`src/rtl/alu_wide_sequencer.sv`:
```
// Double-width ADD/SUB/CMP/RSB sequencer built on a single WIDTH-bit adder.
// It runs the low half in one beat and the high half in the next, chaining
// the carry between them, and produces ARM-style NZCV flags.
module alu_wide_sequencer #(
  parameter int unsigned WIDTH = 32
) (
  input  logic               clk,
  input  logic               reset,
  input  logic               req_valid,
  output logic               req_ready,
  input  logic [1:0]         op,
  input  logic [2*WIDTH-1:0] a,
  input  logic [2*WIDTH-1:0] b,
  output logic               rsp_valid,
  input  logic               rsp_ready,
  output logic [2*WIDTH-1:0] result,
  output logic               n,
  output logic               z,
  output logic               c,
  output logic               v
);

  localparam int unsigned DW = 2 * WIDTH;
  localparam int unsigned AW = WIDTH + 1;

  localparam logic [1:0] OP_ADD = 2'b00;
  localparam logic [1:0] OP_CMP = 2'b10;
  localparam logic [1:0] OP_RSB = 2'b11;

  typedef enum logic [1:0] {
    IDLE = 2'b00,
    LO   = 2'b01,
    HI   = 2'b10,
    DONE = 2'b11
  } state_t;

  state_t state, state_nxt;

  logic [DW-1:0]    x_q, y_q;
  logic [1:0]       op_q;
  logic [WIDTH-1:0] lo_sum_q;
  logic             lo_carry_q;
  logic             lo_zero_q;

  logic             is_sub;
  logic [WIDTH-1:0] cur_x, cur_y, y_eff;
  logic             cin;
  logic [AW-1:0]    add_full;
  logic [WIDTH-1:0] sum;
  logic             cout;

  // State register
  always_ff @(posedge clk) begin
    if (!reset) state <= IDLE;
    else        state <= state_nxt;
  end

  // Next-state logic
  always_comb begin
    state_nxt = state;
    case (state)
      IDLE:    if (req_valid) state_nxt = LO;
      LO:      state_nxt = HI;
      HI:      state_nxt = DONE;
      DONE:    if (rsp_ready) state_nxt = IDLE;
      default: state_nxt = IDLE;
    endcase
  end

  // Handshake outputs decoded from state only
  always_comb begin
    req_ready = 1'b0;
    rsp_valid = 1'b0;
    case (state)
      IDLE:    req_ready = 1'b1;
      DONE:    rsp_valid = 1'b1;
      default: ;
    endcase
  end

  // Shared WIDTH-bit adder: selects half by beat, inverts Y for subtracts
  always_comb begin
    is_sub   = (op_q != OP_ADD);
    cur_x    = (state == HI) ? x_q[DW-1:WIDTH] : x_q[WIDTH-1:0];
    cur_y    = (state == HI) ? y_q[DW-1:WIDTH] : y_q[WIDTH-1:0];
    y_eff    = is_sub ? ~cur_y : cur_y;
    cin      = (state == HI) ? lo_carry_q : is_sub;
    add_full = AW'(cur_x) + AW'(y_eff) + AW'(cin);
    sum      = add_full[WIDTH-1:0];
    cout     = add_full[WIDTH];
  end

  // Operand capture, low-beat staging, and result/flag registers
  always_ff @(posedge clk) begin
    if (!reset) begin
      x_q        <= '0;
      y_q        <= '0;
      op_q       <= OP_ADD;
      lo_sum_q   <= '0;
      lo_carry_q <= 1'b0;
      lo_zero_q  <= 1'b0;
      result     <= '0;
      n          <= 1'b0;
      z          <= 1'b0;
      c          <= 1'b0;
      v          <= 1'b0;
    end else begin
      case (state)
        IDLE: begin
          if (req_valid) begin
            // RSB is computed as X - Y with the operands swapped
            x_q  <= (op == OP_RSB) ? b : a;
            y_q  <= (op == OP_RSB) ? a : b;
            op_q <= op;
          end
        end
        LO: begin
          lo_sum_q   <= sum;
          lo_carry_q <= cout;
          lo_zero_q  <= (sum == '0);
        end
        HI: begin
          n <= sum[WIDTH-1];
          z <= lo_zero_q && (sum == '0);
          c <= cout;
          v <= (cur_x[WIDTH-1] == y_eff[WIDTH-1]) && (sum[WIDTH-1] != cur_x[WIDTH-1]);
          if (op_q != OP_CMP) result <= {sum, lo_sum_q};
        end
        default: ;
      endcase
    end
  end

endmodule

```
`config.mk`:
```
export PLATFORM = sky130hd
export DESIGN_NAME = alu_wide_sequencer
export DESIGN_NICKNAME = d
export VERILOG_FILES = /design/src/rtl/alu_wide_sequencer.sv
export SDC_FILE = /design/constraint.sdc
export NUM_CORES = 1
export LEC_CHECK = 0
export ABC_AREA = 1
export ABC_CLOCK_PERIOD_IN_PS = 3650
export CAP_MARGIN = 20
export CELL_PAD_IN_SITES_DETAIL_PLACEMENT = 2
export CELL_PAD_IN_SITES_GLOBAL_PLACEMENT = 2
export CORE_UTILIZATION = 29
export DETAILED_ROUTE_END_ITERATION = 12
export GPL_TIMING_DRIVEN = 0
export MAX_ROUTING_LAYER = met4
export PLACE_DENSITY_LB_ADDON = 0.1
export SLEW_MARGIN = 20
export SYNTH_ARGS = -nofsm -noshare
export SYNTH_HDL_FRONTEND = slang
export SYNTH_SLANG_ARGS = --single-unit
```
`constraint.sdc`:
```
create_clock -name clk -period 3.65 [get_ports clk]
set_input_delay 0.73 -clock clk [delete_from_list [all_inputs] [get_ports clk]]
set_output_delay 0.73 -clock clk [all_outputs]
set_load 0.1 [all_outputs]
```
==> impl_metrics.csv <==
group,metric,value,unit
outcome,status,"finished clean",
layout,multi_input_area,0.00748,mm^2
worst_setup_path,path_buf_inv,5,
power,powerDensity,1080,mW/mm^2
synth,synth_top_area_frac,0.344,
sta,skew,11.3,ps
synth,ys.flop_type,"dfxtp_1",
sta,hold_violations,0,
clock_tree,clk_latency,580,ps
hold_path,min-delay-start,"lo_sum_q[30]",
placed_design,io_buffers,202,
synth,yosysSeqAreaShare,0.344,
sta,drv_slew,0,
synth,yosys_warnings,0,
drt,via_count,14812,
synth,synth-seq-cells,234,
worst_setup_path,cp-start-kind,"register",
power,power,19.4,mW
floorplan,chipHeight,219,um
global_routing,grt_pass1_vias,16287,
drt,drc,0,
clock_tree,clk_pin_slew,60,ps
clock_tree,cts_tree,"built",
clock_tree,clock_sinks,234,
worst_setup_path,r2r_start,"state[0]",
synth,synth_edf_count,0,
synth,yosysMostFrequentCell,"nand2_1",
layout,area_delta_synth_final,31.7,%
layout,drive_above_1_share,0.0807,
drt,routed_wl,62300,um
layout,final_cells,3012,
layout,insertedDiodeCount,0,
global_routing,track_usage,0.268,
worst_setup_path,criticalPathCategory,"register to register",
global_routing,grt_max_degree,16,
synth,synth_commonest_cells,"nand2_1, inv_1, dfxtp_1",
sta,tns,0,ps
worst_setup_path,cp_cell_sequence,"inv_4 -> ha_4 -> buf_12 -> clkbuf_8 -> mux2i_4 -> fa_2 -> inv_4 -> fa_2 -> nand2_2 -> nand2_2 -> nand3_1 -> nand2_2 -> buf_4 -> xnor2_4 -> nand3_2 -> nor2_2 -> nand3_2 -> nor2_4 -> nand4_1 -> a21oi_1",
floorplan,core_area,0.0465,mm^2
worst_setup_path,critical_path_peak_fanout,10,
floorplan,start_util,0.293,
placed_design,dp_cells,2950,
power,peakVddDrop,661,uV
synth,synth.top_cells.by_area,"dfxtp_1, nand2_1, o211ai_1",
synth,async_flop_share,0,
synth,synthDistinctLibCells,38,
drt,firstDrtPassIters,4,
floorplan,dieArea,0.0479,mm^2
synth,syn_nets,2312,
power,p_leak,9.02,nW
worst_setup_path,crit_required,4150,ps
worst_setup_path,critPathLaunch,"state[0]",
sta,hold_ws,466,ps
layout,nets,2555,
drt,drt-initial-drc-count,516,
sta,tightest_slew,1000,ps
floorplan,io_pins,204,
hold_path,worstHoldPathType,"register to register",
worst_setup_path,slowest_stage,"fa_2",
floorplan,die_width,219,um
synth,yosys.area.top_type,"dfxtp_1",
power,seqPwrFrac,0.206,
global_routing,antenna_found_initial,0,
worst_setup_path,critical-path-top-delay-family,"simple AND/OR/NAND/NOR gates",
sta,setup_violations,0,
floorplan,fp-row-count,79,
layout,regArea,0.00469,mm^2
global_routing,grt.overflow.total,0,
clock_tree,cts-root-buf,"clkbuf_16",
sta,relSlewSlack,0.329,
power,clockPowerShare,0.155,
placed_design,hpwl,49700,um
synth,synth_area_per_cell,6.37,um^2
drt,wl_per_cell,20.7,um
synth,syn_inst,2141,
global_routing,grt_pass1_wl,95400,um
run,maxCapViolations,0,
clock_tree,cts_hold_buf,0,
worst_setup_path,crit_top_cell,"nand2_2",
worst_setup_path,cp_data_arrival_time,4010,ps
worst_setup_path,cpPeakStageDelay,410,ps
sta,fmax,285,MHz
worst_setup_path,end_kind,"register",
sta,fin_crit_sh,0.961,
drt,avgViaCountPerCell,4.92,
synth,synth.cell_area,0.0136,mm^2
power,p_int,8.83,mW
power,p_sw_frac,0.544,
sta,period_needed,3510,ps
clock_tree,cts_buffers,29,
power,power.net_switching,10.5,mW
clock_tree,clk_path_buf_depth,3,
clock_tree,htree_levels,1,
placed_design,routabilityCongestion,0.865,
drt,ant_nets,0,
power,p_comb_frac,0.639,
layout,fillers,5580,
## per-stage QoR
stage,utilization,area (um^2),setup WS (ps)
final,0.386,18000,141
after global routing,0.386,18000,-23.0
after CTS,0.380,17600,10.1
after detailed placement,0.353,16400,-1230
after global placement,0.353,16400,-1060
after floorplan,-,13600,373
## placed cells by master (no fill, tap or decap), types with 2 or more instances in the layout
| cell | count |
|---|---|
| clkbuf_16 | 30 |
| clkbuf_1 | 100 |
| buf_2 | 3 |
| a21oi_1 | 41 |
| xor2_2 | 3 |
| nand3_1 | 157 |
| clkinv_1 | 2 |
| buf_6 | 3 |
| clkbuf_2 | 6 |
| nor2_4 | 8 |
| nand2_2 | 29 |
| fa_2 | 2 |
| buf_12 | 2 |
| buf_4 | 11 |
| xnor2_4 | 3 |
| inv_1 | 342 |
| nor2_2 | 10 |
| ha_1 | 13 |
| ha_2 | 18 |
| a21oi_2 | 3 |
| nor2_1 | 94 |
| nand2_4 | 5 |
| bufinv_16 | 3 |
| nor3_1 | 5 |
| nand2_1 | 729 |
| clkdlybuf4s50_1 | 202 |
| o21ai_0 | 53 |
| ha_4 | 4 |
| o211ai_1 | 182 |
| buf_1 | 7 |
| clkinv_2 | 6 |
| xor2_1 | 32 |
| inv_2 | 10 |
| dfxtp_1 | 232 |
| and2_4 | 2 |
| inv_4 | 2 |
| nand4_1 | 13 |
| clkbuf_8 | 9 |
| nand3_2 | 7 |
| nand3b_1 | 3 |
## per-layer routing
metal	GRT usage	wire length, um	vias up
met5	-	0	-
li1	-	-	7211
met1	0.330	28300	7343
met4	0.0530	967	0
met3	0.0179	1350	53
met2	0.479	31700	205
## tightest hold or removal path, stage by stage (launching register included)
cell	delay, ps
dfxtp_1	310
inv_1	50
a21oi_1	50
## layout make-up
class                      count  area share
multi-input combinational   1429       0.417
tap                          607      0.0423
buffer                       120      0.0316
clock buffer                  42      0.0465
clock inverter                10     0.00801
sequential                   234       0.261
timing repair buffer         212       0.118
inverter                     358      0.0759
## state kept, by name, summed over array words and instances, names as in the netlist
| signal | flops |
|---|---|
| op_q | 2 |
| v | 1 |
| lo_sum_q | 32 |
| lo_carry_q | 1 |
| result | 64 |
| c | 1 |
| n | 1 |
| lo_zero_q | 1 |
| x_q | 64 |
| state | 2 |
| z | 1 |
| y_q | 64 |
## power by group through the flow
stage	logic [mW]	registers, mW	clock network, mW
finish	12.4	3.99	3.00
global route	13.4	4.07	3.16
CTS	11.9	3.98	3.06
detailed placement	11.4	4.00	0
global placement	11.1	3.97	0
floorplan	5.69	5.70	0
## cells by family (layout without fill, tap and decap cells)
family,Yosys count,in the layout,synth area share
xor+xnor,39,39,0.0256
compound gates,285,285,0.139
simple gates,1067,1067,0.324
flops,234,234,0.344
buf+inv,478,742,0.132
fa+ha+maj,37,37,0.0351
mux,1,1,0.000734
## final timing paths
path | end | slack (ps) | cells after the start
max | z | 140 | 20
min | result[30] | 470 | 2
max reg2reg | z | 140 | 20
min reg2reg | result[30] | 470 | 2
## what timing repair did
item,CTS,global route
gates cloned,0,1
buffers inserted,1,8
pin swaps,3,15
gates resized for setup,74,68
setup endpoints to repair,64,16
Power figures use the tool's default switching activity.
